===== config.mk =====
export PLATFORM = sky130hd
export DESIGN_NAME = rtc_read_scheduler
export DESIGN_NICKNAME = d
export VERILOG_FILES = /design/src/rtl/rtc_read_scheduler.sv
export SDC_FILE = /design/constraint.sdc
export NUM_CORES = 1
export LEC_CHECK = 0
export CAP_MARGIN = 20
export CORE_MARGIN = 5
export CORE_UTILIZATION = 40
export CTS_CLUSTER_SIZE = 12
export DETAILED_ROUTE_END_ITERATION = 8
export GPL_TIMING_DRIVEN = 0
export PLACE_DENSITY = 0.61
export SYNTH_ARGS = -nofsm -noshare
export SYNTH_HDL_FRONTEND = slang
export SYNTH_SLANG_ARGS = --single-unit

===== constraint.sdc =====
create_clock -name clk -period 9 [get_ports clk]
set_input_delay 0.9 -clock clk [delete_from_list [all_inputs] [get_ports clk]]
set_output_delay 0.9 -clock clk [all_outputs]
set_load 0.01 [all_outputs]

===== src/rtl/rtc_read_scheduler.sv =====
// rtc_read_scheduler: paces RTC register reads and replays the captured
// time/date bytes to the display block as a 12-cycle inicioSecuencia burst.
// Optional feature macro: BCD_CONV_EN (convert captured packed-BCD bytes to binary).

module rtc_read_scheduler #(
  parameter int         FRAME_DIV = 60,
  parameter logic [3:0] ADDR_BASE = 4'h0,
  parameter int         TIMEOUT   = 64
) (
  input  logic       clk,
  input  logic       reset,
  input  logic       frame_tick,
  input  logic       update_now,
  output logic       rtc_req,
  output logic [3:0] rtc_addr,
  input  logic       rtc_ack,
  input  logic [7:0] rtc_data,
  output logic       inicioSecuencia,
  output logic [7:0] datoRTC,
  output logic       busy,
  output logic       err
);

  localparam logic [7:0] FRAME_LAST = 8'(FRAME_DIV - 1);
  localparam logic [7:0] TMO_LAST   = 8'(TIMEOUT - 1);

  typedef enum logic [1:0] {ST_IDLE, ST_REQ, ST_GAP, ST_SEND} state_t;

  state_t     state, state_nx;
  logic [7:0] frame_cnt;
  logic [2:0] idx, idx_nx;
  logic [7:0] tmo_cnt, tmo_nx;
  logic [3:0] sidx, sidx_nx, sidx_m1;
  logic       pend, pend_nx;
  logic [7:0] rd_buf [8];
  logic       wrap, start, capture;
  logic       req_nx, seq_nx, busy_nx, err_nx;
  logic [3:0] addr_nx;
  logic [7:0] dato_nx;

  assign wrap    = frame_tick && (frame_cnt == FRAME_LAST);
  assign start   = wrap || update_now;
  assign sidx_m1 = sidx_nx - 4'd1;

  function automatic logic [7:0] conv_byte(input logic [7:0] b);
`ifdef BCD_CONV_EN
    if (b[7:4] > 4'd9 || b[3:0] > 4'd9)
      conv_byte = b;
    else
      conv_byte = ({4'd0, b[7:4]} * 8'd10) + {4'd0, b[3:0]};
`else
    conv_byte = b;
`endif
  endfunction

  // Next-state logic and next values of the registered outputs
  always_comb begin
    state_nx = state;
    idx_nx   = idx;
    tmo_nx   = tmo_cnt;
    sidx_nx  = sidx;
    pend_nx  = pend;
    err_nx   = err;
    capture  = 1'b0;
    case (state)
      ST_IDLE: begin
        if (pend || start) begin
          state_nx = ST_REQ;
          idx_nx   = 3'd0;
          tmo_nx   = 8'd0;
          pend_nx  = 1'b0;
        end
      end
      ST_REQ: begin
        if (rtc_ack) begin
          capture  = 1'b1;
          state_nx = ST_GAP;
        end else if (tmo_cnt == TMO_LAST) begin
          err_nx   = 1'b1;
          tmo_nx   = 8'd0;
          state_nx = ST_IDLE;
        end else begin
          tmo_nx = tmo_cnt + 8'd1;
        end
      end
      ST_GAP: begin
        tmo_nx = 8'd0;
        if (idx == 3'd7) begin
          state_nx = ST_SEND;
          sidx_nx  = 4'd0;
          err_nx   = 1'b0;
        end else begin
          idx_nx   = idx + 3'd1;
          state_nx = ST_REQ;
        end
      end
      ST_SEND: begin
        if (sidx == 4'd11) begin
          sidx_nx  = 4'd0;
          state_nx = ST_IDLE;
        end else begin
          sidx_nx = sidx + 4'd1;
        end
      end
      default: state_nx = ST_IDLE;
    endcase
    if (state != ST_IDLE && start)
      pend_nx = 1'b1;

    req_nx  = (state_nx == ST_REQ);
    addr_nx = req_nx ? (ADDR_BASE + {1'b0, idx_nx}) : 4'h0;
    seq_nx  = (state_nx == ST_SEND);
    busy_nx = (state_nx != ST_IDLE);
    dato_nx = 8'h00;
    if (seq_nx && sidx_nx >= 4'd1 && sidx_nx <= 4'd8)
      dato_nx = rd_buf[sidx_m1[2:0]];
  end

  // State, sequencing counters and registered outputs
  always_ff @(posedge clk) begin
    if (!reset) begin
      state           <= ST_IDLE;
      idx             <= 3'd0;
      tmo_cnt         <= 8'd0;
      sidx            <= 4'd0;
      pend            <= 1'b0;
      rtc_req         <= 1'b0;
      rtc_addr        <= 4'h0;
      inicioSecuencia <= 1'b0;
      datoRTC         <= 8'h00;
      busy            <= 1'b0;
      err             <= 1'b0;
    end else begin
      state           <= state_nx;
      idx             <= idx_nx;
      tmo_cnt         <= tmo_nx;
      sidx            <= sidx_nx;
      pend            <= pend_nx;
      rtc_req         <= req_nx;
      rtc_addr        <= addr_nx;
      inicioSecuencia <= seq_nx;
      datoRTC         <= dato_nx;
      busy            <= busy_nx;
      err             <= err_nx;
    end
  end

  // Frame divider: runs in every state, wraps on reaching FRAME_DIV
  always_ff @(posedge clk) begin
    if (!reset)
      frame_cnt <= 8'd0;
    else if (frame_tick)
      frame_cnt <= wrap ? 8'd0 : frame_cnt + 8'd1;
  end

  // Capture buffer for the eight RTC registers
  always_ff @(posedge clk) begin
    if (!reset) begin
      for (int i = 0; i < 8; i++)
        rd_buf[i] <= 8'h00;
    end else if (capture) begin
      rd_buf[idx] <= conv_byte(rtc_data);
    end
  end

endmodule


==> results of run 1 <==
-- metal layers --
layer / global-route usage (%) / vias up
met5: 0 / -
met4: 6.734 / 0
met3: 2.607 / 19
met2: 23.31 / 56
met1: 20.62 / 1518
li1: - / 1514
-- sequential cells by signal, indices dropped and copies added, names as in the netlist, 2 cells and up --
register,count
datoRTC,8
frame_cnt,8
idx,3
rd_buf,64
rtc_addr,3
sidx,4
state,2
tmo_cnt,8
-- critical path, cell delays in order (launching register included) --
cell and delay, ns:
dfxtp_1 0.37, ha_1 0.27, and3b_1 0.23, o221ai_2 0.54, buf_4 0.34, ha_1 0.17
clkbuf_1 0.45, buf_2 0.46, mux4_2 0.57, o21ai_0 0.10, a21oi_1 0.10
-- cell families (layout without fill, tap and decap cells) --
family | Yosys count | after routing
AOI/OAI and AO/OA | 65 | 65
xor gates and xnor gates | 12 | 12
adders and majority gates | 7 | 7
buffers and inverters | 19 | 67
DFF | 105 | 105
muxes | 16 | 16
other | 1 | 1
and+or+nand+nor | 166 | 166
-- report_power, final --
group	internal [mW]	switching, mW	leakage (nW)
logic	0.0566	0.0703	0.866
registers	0.525	0.00694	0.994
clock network	0.198	0.176	0.135
-- cells in the mapped netlist (all sizes together), types with 8 or more instances --
library cell and count:
mux4 16, buf 9, dfxtp 41, nor2 30
nand2 15, and2 68, o21ai 24, nand3 13
edfxtp 64, a21oi 18, xor2 8
-- metrics by stage --
| step | cells | setup WS (ns) | total power, mW | hold slack [ns] | util, % |
|---|---|---|---|---|---|
| after floorplan | 391 | 5.976 | 0.6253 | 0.4533 | - |
| after global placement | 560 | 5.232 | 0.6646 | 0.4695 | 45.03 |
| after detailed placement | 566 | 5.228 | 0.6696 | 0.4808 | 45.42 |
| after CTS | 582 | 5.194 | 1.042 | 0.4905 | 47.84 |
| after global routing | 582 | 4.961 | 1.072 | 0.5175 | 47.84 |
| final | 582 | 5.263 | 1.032 | 0.4903 | 47.84 |
-- cell type report --
cell class,instances,area [µm²]
multi-input cells,267,1918
repair buffers,32,305.3
well taps,143,178.9
plain buffers,12,81.33
clock inverters,5,37.54
fillers,1051,6032
flip-flops and latches,105,2743
inverters,7,26.28
clock buffers,11,242.7
-- worst min-delay path by stage --
stage	from	end	slack (ns)
floorplan	tmo_cnt[1]	tmo_cnt[1]	0.45
global placement	tmo_cnt[1]	tmo_cnt[1]	0.47
detailed placement	tmo_cnt[1]	tmo_cnt[1]	0.48
CTS	tmo_cnt[1]	tmo_cnt[1]	0.49
global route	frame_cnt[1]	frame_cnt[1]	0.52
finish	tmo_cnt[1]	tmo_cnt[1]	0.49
==> results.yml, run 1 <==
run_status:
  status: "complete, no violations"
floorplanning:
  initial_utilization_pct: 41.23
  die-height_um: 119.2
  die_area_um2: 14200
  coreArea_um2: 11560
  die_x_um: 119.2
  io_pins: 29
  std_cell_rows: 39
clock_tree:
  cts_root_buf: "clkbuf_16"
  clock_tree_from_tritoncts: "done"
  clk_path_buf_depth: 2
  numCtsBuffers: 9
  cts.sinks: 105
  cts.htree.levels: 3
  clkSlewWorstSetupHoldPaths_ns: 0.07
  cts_hold_repair.buffers: 0
  ctsResizeCount: 0
  worst_skew_pair.late_latency_ns: 0.34
  cts_setup_buffers: 0
route:
  dr_wl_met3_um: 301
  drt_iter0_markers: 182
  drt_wl_total_um: 10290
  routed-via-count: 3107
  drc: 0
  met1_length_um: 4990
  routed.top_layer: "met4"
  via_per_inst: 5.338
  first_pass_iters: 4
  wire_per_inst_um: 17.67
  route.met2.wl_um: 4753
  drtAntennaViolNets: 0
worst_setup_path:
  r2r_setup_slk_ns: 5.26
  worst_r2r_startpoint: "sidx[0]"
  setup.worst_path.end: "datoRTC[2]"
  r2r_cell_count: 10
  criticalPathCategory: "register to register"
  crit_fanout: 10
  critical_path_required_ns: 9.20
  setup.worst_path.start_class: "register"
  end_of_the_worst_register_to_register_path: "datoRTC[2]"
  type_of_destination_of_the_critical_path: "register"
  worst_ep_arrival_time_ns: 3.94
  crit_path_start: "sidx[0]"
placement:
  postPlaceCellArea_um2: 5253
  dp_hpwl_um: 7378
  finalWeightedCongestion: 0.7631
  port-buffer-count: 26
timing:
  fmax_mhz: 267.6
  rsz_0062_raised_after_global_routing: "false"
  period_minus_ws_final_ns: 3.737
  fin_tns_setup_ns: 0
  report.final.hold_viol_count: 0
  min_period_over_period_pct: 41.52
  max_slew.worst_pin.slew_ns: 1.011
  slew_headroom_pct: 32.05
  timing_max_transition_violations_final: 0
  report.final.setup_viol: 0
  skew_ns: 0.005669
logic_synthesis:
  synth_seq_area_share_pct: 57.52
  synthesized_area_fraction_occupied_by_ao_oa_aoi_and_oai_cells_pct: 8.790
  flop_and_latch_count_out_of_synthesis: 105
  mappedNetlistArea_um2: 4768
  fraction_of_registers_with_async_set_reset_pct: 0
  synthSimpleGateAreaFrac_pct: 19.76
  synthesized_area_divided_by_synthesized_cell_count_um2: 12.20
  synth_mux_area_share_pct: 7.557
  synth_area_leader_cell: "edfxtp_1"
  synth_top_cells_by_area: "edfxtp_1, dfxtp_1, and2_1, mux4_2, nor2_1"
  predominant_post_synthesis_flop_cell: "edfxtp_1"
  synth.top_cell.area_share_pct: 40.30
  yosysUniqueCellTypes: 54
  yosys.area_share.adder_pct: 1.837
  synth_nets: 411
  yosys.area_share.xor_xnor_pct: 2.204
  combinational_family_with_the_most_area_after_synthesis: "simple AND/OR/NAND/NOR gates"
  netlist_instances: 391
  synth_warnings: 0
  number_of_flops_mapped_to_enable_cells_by_yosys: 64
worst_hold_path:
  tightest_hold_check_type: "register to register"
  worstHoldPathCells: 2
power:
  power.leakage_nw: 1.994
  power.density_cell_area_nw_per_um2: 186.5
  ir_worst_vdd_mv: 0.09290
finish:
  nNetsFinal: 454
  layout.cells.most_common: "and2_1"
  design_area_um2: 5533
  fraction_of_layout_cells_with_a_size_suffix_above_1_pct: 11.62
  commonest_cells_after_routing_fill_and_taps_aside: "and2_1, edfxtp_1, dfxtp_1"
  antenna_cells_inserted: 0
  area_delta_synth_final_pct: 16.03
global_route:
  track_usage_pct: 15.01
  number_of_antenna_violations_at_the_first_check_in_global_routing: 0
  grt_pass1_vias: 3141
  grt_pass1_wl_um: 16460
  gr-total-overflow: 0
  pin_count_of_the_biggest_net_entering_global_routing: 18
flow_run:
  max-cap-violations: 0
(Power assumes the default switching activity.)
==> inputs of run 2 (changes only) <==
==> constraint.sdc (replaced) <==
create_clock -name clk -period 3.5 [get_ports clk]
set_input_delay 0.35 -clock clk [delete_from_list [all_inputs] [get_ports clk]]
set_output_delay 0.35 -clock clk [all_outputs]
set_load 0.01 [all_outputs]
==> run 2 against run 1 <==
- clock-buffer cell count unchanged
- register-to-register slack got worse by 4.9 ns
- largest cell class unchanged
- sequential share of layout area decreased by 0.11 points
- largest power group unchanged
- setup slack got worse by 4.9 ns
- clock power increased to 2.6 times the previous value
- critical path depth decreased by 1
- wire length increased by 0.61%
==> results.yml, run 2 (synthesized netlist as in run 1, its figures left out) <==
clock_tree:
  clock_tree_from_tritoncts: "done"
  clk_path_buf_depth: 2
  numCtsBuffers: 9
  cts.htree.levels: 3
  cts_root_buf: "clkbuf_16"
  clkSlewWorstSetupHoldPaths_ns: 0.07
  cts.sinks: 105
  worst_skew_pair.late_latency_ns: 0.35
  cts_hold_repair.buffers: 0
timing:
  skew_ns: 0.009607
  max_slew.worst_pin.slew_ns: 0.9869
  report.final.setup_viol: 0
  period_minus_ws_final_ns: 3.177
  min_period_over_period_pct: 90.76
  timing_max_transition_violations_final: 0
  rsz_0062_raised_after_global_routing: "false"
  fmax_mhz: 314.8
  slew_headroom_pct: 33.70
  report.final.hold_viol_count: 0
placement:
  finalWeightedCongestion: 0.7631
  postPlaceCellArea_um2: 5253
  port-buffer-count: 26
  dp_hpwl_um: 7378
floorplanning:
  die_x_um: 119.2
  die_area_um2: 14200
  coreArea_um2: 11560
  std_cell_rows: 39
  die-height_um: 119.2
  initial_utilization_pct: 41.23
  io_pins: 29
finish:
  largest_reg_flops: 64
  commonest_cells_after_routing_fill_and_taps_aside: "and2_1, edfxtp_1, dfxtp_1"
  fillers: 1049
  antenna_cells_inserted: 0
  area_delta_synth_final_pct: 16.29
  design_area_um2: 5545
  utilization_pct: 47.95
  fraction_of_layout_cells_with_a_size_suffix_above_1_pct: 11.87
  layout.cells.most_common: "and2_1"
  largest_register: "rd_buf"
  nNetsFinal: 453
worst_setup_path:
  worst_path_max_delay_cell: "mux4_2"
  criticalPathCategory: "register to register"
  end_of_the_worst_register_to_register_path: "datoRTC[2]"
  r2r_setup_slk_ns: 0.32
  worst_ep_arrival_time_ns: 3.38
  worst_r2r_startpoint: "idx[1]"
  type_of_destination_of_the_critical_path: "register"
  setup.worst_path.start_class: "register"
  crit_path_max_incr_delay_ns: 0.54
  critical_path_required_ns: 3.70
  r2r_cell_count: 9
  critical_path.most_common_cell: "buf_4"
  crit_fanout: 10
  worstPathCellList: "ha_1, and2_1, o221ai_4, buf_4, ha_2, buf_4, mux4_2, o21ai_0, a21oi_1"
run_status:
  status: "complete, no violations"
power:
  power.density_cell_area_nw_per_um2: 480.1
  ir_worst_vdd_mv: 0.2455
  power.leakage_nw: 1.995
worst_hold_path:
  min-delay-start: "frame_tick"
  tightest_hold_check_type: "input port to register"
  worst_hold_path.endpoint: "frame_cnt[1]"
  worstHoldPathCells: 2
route:
  drt_wl_total_um: 10350
  wire_per_inst_um: 17.81
  routed-via-count: 3132
  drt_iter0_markers: 195
  via_per_inst: 5.391
  drtAntennaViolNets: 0
  drc: 0
  first_pass_iters: 4
global_route:
  grt_pass1_wl_um: 16560
  groute.layer.met1.usage_pct: 20.65
  grt_util_met3_pct: 2.607
  number_of_antenna_violations_at_the_first_check_in_global_routing: 0
  pin_count_of_the_biggest_net_entering_global_routing: 18
  gr_util_met2_pct: 23.67
  grt_pass1_vias: 3154
  gr-total-overflow: 0
  grt_max_usage_layer: "met2"
  track_usage_pct: 15.12
flow_run:
  max-cap-violations: 0
-- run 2: cell count changes in the layout (fill, tap and decap cells not counted), sizes merged --
| cell | previous run | this run |
|---|---|---|
| clkbuf | 14 | 13 |
-- run 2: routing by layer --
| layer | vias up | wire length, µm |
|---|---|---|
| met5 | - | 0 |
| met2 | 70 | 4834 |
| met4 | 0 | 246 |
| li1 | 1513 | - |
| met1 | 1528 | 4851 |
| met3 | 21 | 415 |
-- run 2: worst max-delay path by stage --
stage	cells after the start	slack, ns	startpoint	endpoint
final	9	0.32	idx[1]	datoRTC[2]
after floorplan	10	0.48	sidx[0]	datoRTC[0]
after global placement	10	-0.27	sidx[0]	datoRTC[2]
after global routing	9	0.05	idx[1]	datoRTC[5]
after CTS	9	0.02	idx[1]	datoRTC[2]
after detailed placement	10	-0.27	idx[1]	datoRTC[2]
-- run 2: critical path, delay by kind of cell (launching register included) --
family	cells	cell delay, ns
compound gates	3	0.46
fa+ha+maj	2	0.75
buf+inv	2	0.58
flops	1	0.44
mux	1	0.54
simple gates	1	0.28
-- run 2: stage by stage --
stage	worst slack (ns)	TNS, ns	power [mW]	instances	hold WS [ns]
floorplan	0.4756	0	1.608	391	0.4533
global placement	-0.2678	-1.912	1.709	560	0.4695
detailed placement	-0.2723	-1.912	1.722	566	0.4808
CTS	0.02117	0	2.681	581	0.2389
global route	0.05157	0	2.761	581	0.2467
finish	0.3234	0	2.662	581	0.2443
-- run 2: report_power, final --
group	internal [mW]	total, mW	leakage [nW]	switching (mW)
clock network	0.508	0.964	0.135	0.456
logic	0.149	0.331	0.867	0.181
registers	1.35	1.37	0.994	0.0179
-- run 2: cell type report --
type / count / area [µm²] / area share [%]
well taps: 143 / 178.9 / 3.227
inverters: 7 / 26.28 / 0.4738
flip-flops and latches: 105 / 2743 / 49.46
clock buffers: 11 / 242.7 / 4.377
multi-input cells: 267 / 1932 / 34.84
repair buffers: 32 / 305.3 / 5.505
clock inverters: 5 / 37.54 / 0.6769
plain buffers: 11 / 80.08 / 1.444
-- run 2: what timing repair did --
item / 4_1_cts / 5_1_grt
resized for setup: 1 / 3
setup buffers: 0 / 0
setup endpoints to repair: 8 / 8
==> inputs of run 3 (changes only) <==
--- a/config.mk
+++ b/config.mk
@@ -7,11 +7,11 @@
 export LEC_CHECK = 0
 export CAP_MARGIN = 20
 export CORE_MARGIN = 5
-export CORE_UTILIZATION = 40
+export CORE_UTILIZATION = 30
 export CTS_CLUSTER_SIZE = 12
 export DETAILED_ROUTE_END_ITERATION = 8
 export GPL_TIMING_DRIVEN = 0
-export PLACE_DENSITY = 0.61
+export PLACE_DENSITY = 0.5
 export SYNTH_ARGS = -nofsm -noshare
 export SYNTH_HDL_FRONTEND = slang
 export SYNTH_SLANG_ARGS = --single-unit
==> constraint.sdc (replaced) <==
create_clock -name clk -period 3.6 [get_ports clk]
set_input_delay 0.36 -clock clk [delete_from_list [all_inputs] [get_ports clk]]
set_output_delay 0.36 -clock clk [all_outputs]
set_load 0.01 [all_outputs]
==> run 3 against run 2 <==
- global-route usage down 2.9 points
- first-iteration DRC count rose by 35%
- clock skew decreased by 0.0029 ns
- non-clock buffer count decreased by 1
- final cell count increased by 12%
- power shrank 0.34%
- die area is 30% higher
- setup slack worse by 0.066 ns
- via count fell by 4.4%
- utilization decreased by 12 points
- clock power is 5% higher
- sequential share of layout area shrank 0.91 points
==> results.yml, run 3 (synthesized netlist as in run 1, its figures left out) <==
run_status:
  status: "complete, no violations"
finish:
  largest_reg_flops: 64
  area_delta_synth_final_pct: 18.47
  nNetsFinal: 452
  fillers: 1535
  design_area_um2: 5649
  largest_register: "rd_buf"
  commonest_cells_after_routing_fill_and_taps_aside: "and2_1, edfxtp_1, dfxtp_1"
  fraction_of_layout_cells_with_a_size_suffix_above_1_pct: 11.67
  antenna_cells_inserted: 0
  layout.cells.most_common: "and2_1"
route:
  via_per_inst: 4.587
  wire_per_inst_um: 16.32
  drtAntennaViolNets: 0
  routed.top_layer: "met4"
  route.met2.wl_um: 5158
  drt_wl_total_um: 10660
  first_pass_iters: 4
  drt_iter0_markers: 264
  met1_length_um: 4812
  routed-via-count: 2995
  drc: 0
  dr_wl_met3_um: 489
clock_tree:
  cts_setup_buffers: 0
  numCtsBuffers: 9
  clkSlewWorstSetupHoldPaths_ns: 0.07
  clock_tree_from_tritoncts: "done"
  cts.htree.levels: 3
  worst_skew_pair.late_latency_ns: 0.35
  clk_path_buf_depth: 2
  cts.sinks: 105
  ctsResizeCount: 1
  cts_root_buf: "clkbuf_16"
  cts_hold_repair.buffers: 0
timing:
  skew_ns: 0.006709
  max_slew.worst_pin.slew_ns: 1.125
  timing_max_transition_violations_final: 0
  fmax_mhz: 299.2
  report.final.hold_viol_count: 0
  rsz_0062_raised_after_global_routing: "false"
  report.final.setup_viol: 0
  slew_headroom_pct: 24.42
  min_period_over_period_pct: 92.85
  fin_tns_setup_ns: 0
  holdWs_ns: 0.2585
  period_minus_ws_final_ns: 3.343
power:
  power.share.switching_pct: 24.57
  power.density_cell_area_nw_per_um2: 469.7
  power.combinational.fraction_pct: 11.9
  ir_worst_vdd_mv: 0.2544
  power_frac_clock_pct: 38.0
  share_seq_of_total_power_pct: 50.1
  power.leakage_nw: 2.003
  p_sw_uw: 652.0
  cell_internal_pwr_mw: 2.001
worst_setup_path:
  worstPathCellList: "ha_1, and2_1, o221ai_4, buf_4, ha_1, clkbuf_4, mux4_2, nand3_1, a21oi_1"
  setup.worst_path.start_class: "register"
  r2r_setup_slk_ns: 0.26
  worst_r2r_startpoint: "idx[1]"
  crit_path_max_incr_delay_ns: 0.57
  type_of_destination_of_the_critical_path: "register"
  worst_path_max_delay_cell: "ha_1"
  criticalPathCategory: "register to register"
  worst_ep_arrival_time_ns: 3.53
  crit_fanout: 10
  critical_path_required_ns: 3.79
  end_of_the_worst_register_to_register_path: "datoRTC[2]"
  r2r_cell_count: 9
  crit_path_start: "idx[1]"
  timing.critical_path.buf_inv: 2
  critical_path.top_delay_family: "adder cells"
  setup.worst_path.end: "datoRTC[2]"
  critical_path.most_common_cell: "ha_1"
  worst-path-stages: 9
global_route:
  track_usage_pct: 12.22
  gr-total-overflow: 0
  grt_pass1_vias: 3195
  number_of_antenna_violations_at_the_first_check_in_global_routing: 0
  grt_pass1_wl_um: 17050
  pin_count_of_the_biggest_net_entering_global_routing: 19
placement:
  dp_hpwl_um: 7497
  finalWeightedCongestion: 0.7699
  postPlaceCellArea_um2: 5336
  port-buffer-count: 26
floorplanning:
  io_pins: 29
  std_cell_rows: 46
  die-height_um: 136.1
  initial_utilization_pct: 30.35
  coreArea_um2: 15710
  die_x_um: 136.1
  die_area_um2: 18520
worst_hold_path:
  tightest_hold_check_type: "input port to register"
flow_run:
  max-cap-violations: 0
## run 3: cell types whose count changed in the layout (fill, tap and decap cells not counted), moves of 2 or more
cell     before  now
o21ai_1       3    5
buf_4        10    8
inv_6         3    0
inv_8         0    2
o21ai_0      21   19
## run 3: metal layers
metal / global-route usage, % / vias up
met5: 0 / -
met4: 4.703 / 0
met3: 2.110 / 15
met2: 20.64 / 53
met1: 15.63 / 1415
li1: - / 1512
## run 3: power groups by stage
stage / Combinational, mW / Sequential, mW / Clock (mW)
after CTS: 0.320 / 1.33 / 1.03
after floorplan: 0.210 / 1.35 / 0
after detailed placement: 0.317 / 1.36 / 0
after global routing: 0.346 / 1.33 / 1.07
after global placement: 0.312 / 1.36 / 0
final: 0.316 / 1.33 / 1.01
## run 3: layout make-up
cell class	count	area, µm²	share of cell area (%)
Buffer	11	80.08	1.417
Clock buffer	9	225.2	3.987
Clock inverter	7	77.57	1.373
Inverter	7	26.28	0.4651
Multi-Input combinational cell	267	1929	34.15
Sequential cell	105	2743	48.55
Tap cell	216	270.3	4.784
Timing Repair Buffer	31	297.8	5.271
## run 3: per-stage QoR
| step | power, mW | setup slack [ns] | utilization (%) | std cells |
|---|---|---|---|---|
| after floorplan | 1.563 | 0.5756 | - | 391 |
| after global placement | 1.667 | -0.2629 | 33.72 | 633 |
| after detailed placement | 1.673 | -0.2166 | 33.96 | 638 |
| after CTS | 2.682 | 0.1030 | 35.94 | 653 |
| after global routing | 2.752 | 0.02695 | 35.95 | 653 |
| final | 2.653 | 0.2574 | 35.95 | 653 |
## run 3: worst min path at each step
| stage | from | endpoint | slack (ns) | cells past startpoint |
|---|---|---|---|---|
| after floorplan | tmo_cnt[1] | tmo_cnt[1] | 0.45 | 2 |
| after global routing | frame_tick | frame_cnt[1] | 0.28 | 2 |
| after CTS | frame_tick | frame_cnt[1] | 0.25 | 2 |
| final | frame_tick | frame_cnt[1] | 0.26 | 2 |
| after global placement | tmo_cnt[1] | tmo_cnt[1] | 0.48 | 2 |
| after detailed placement | tmo_cnt[1] | tmo_cnt[1] | 0.48 | 2 |
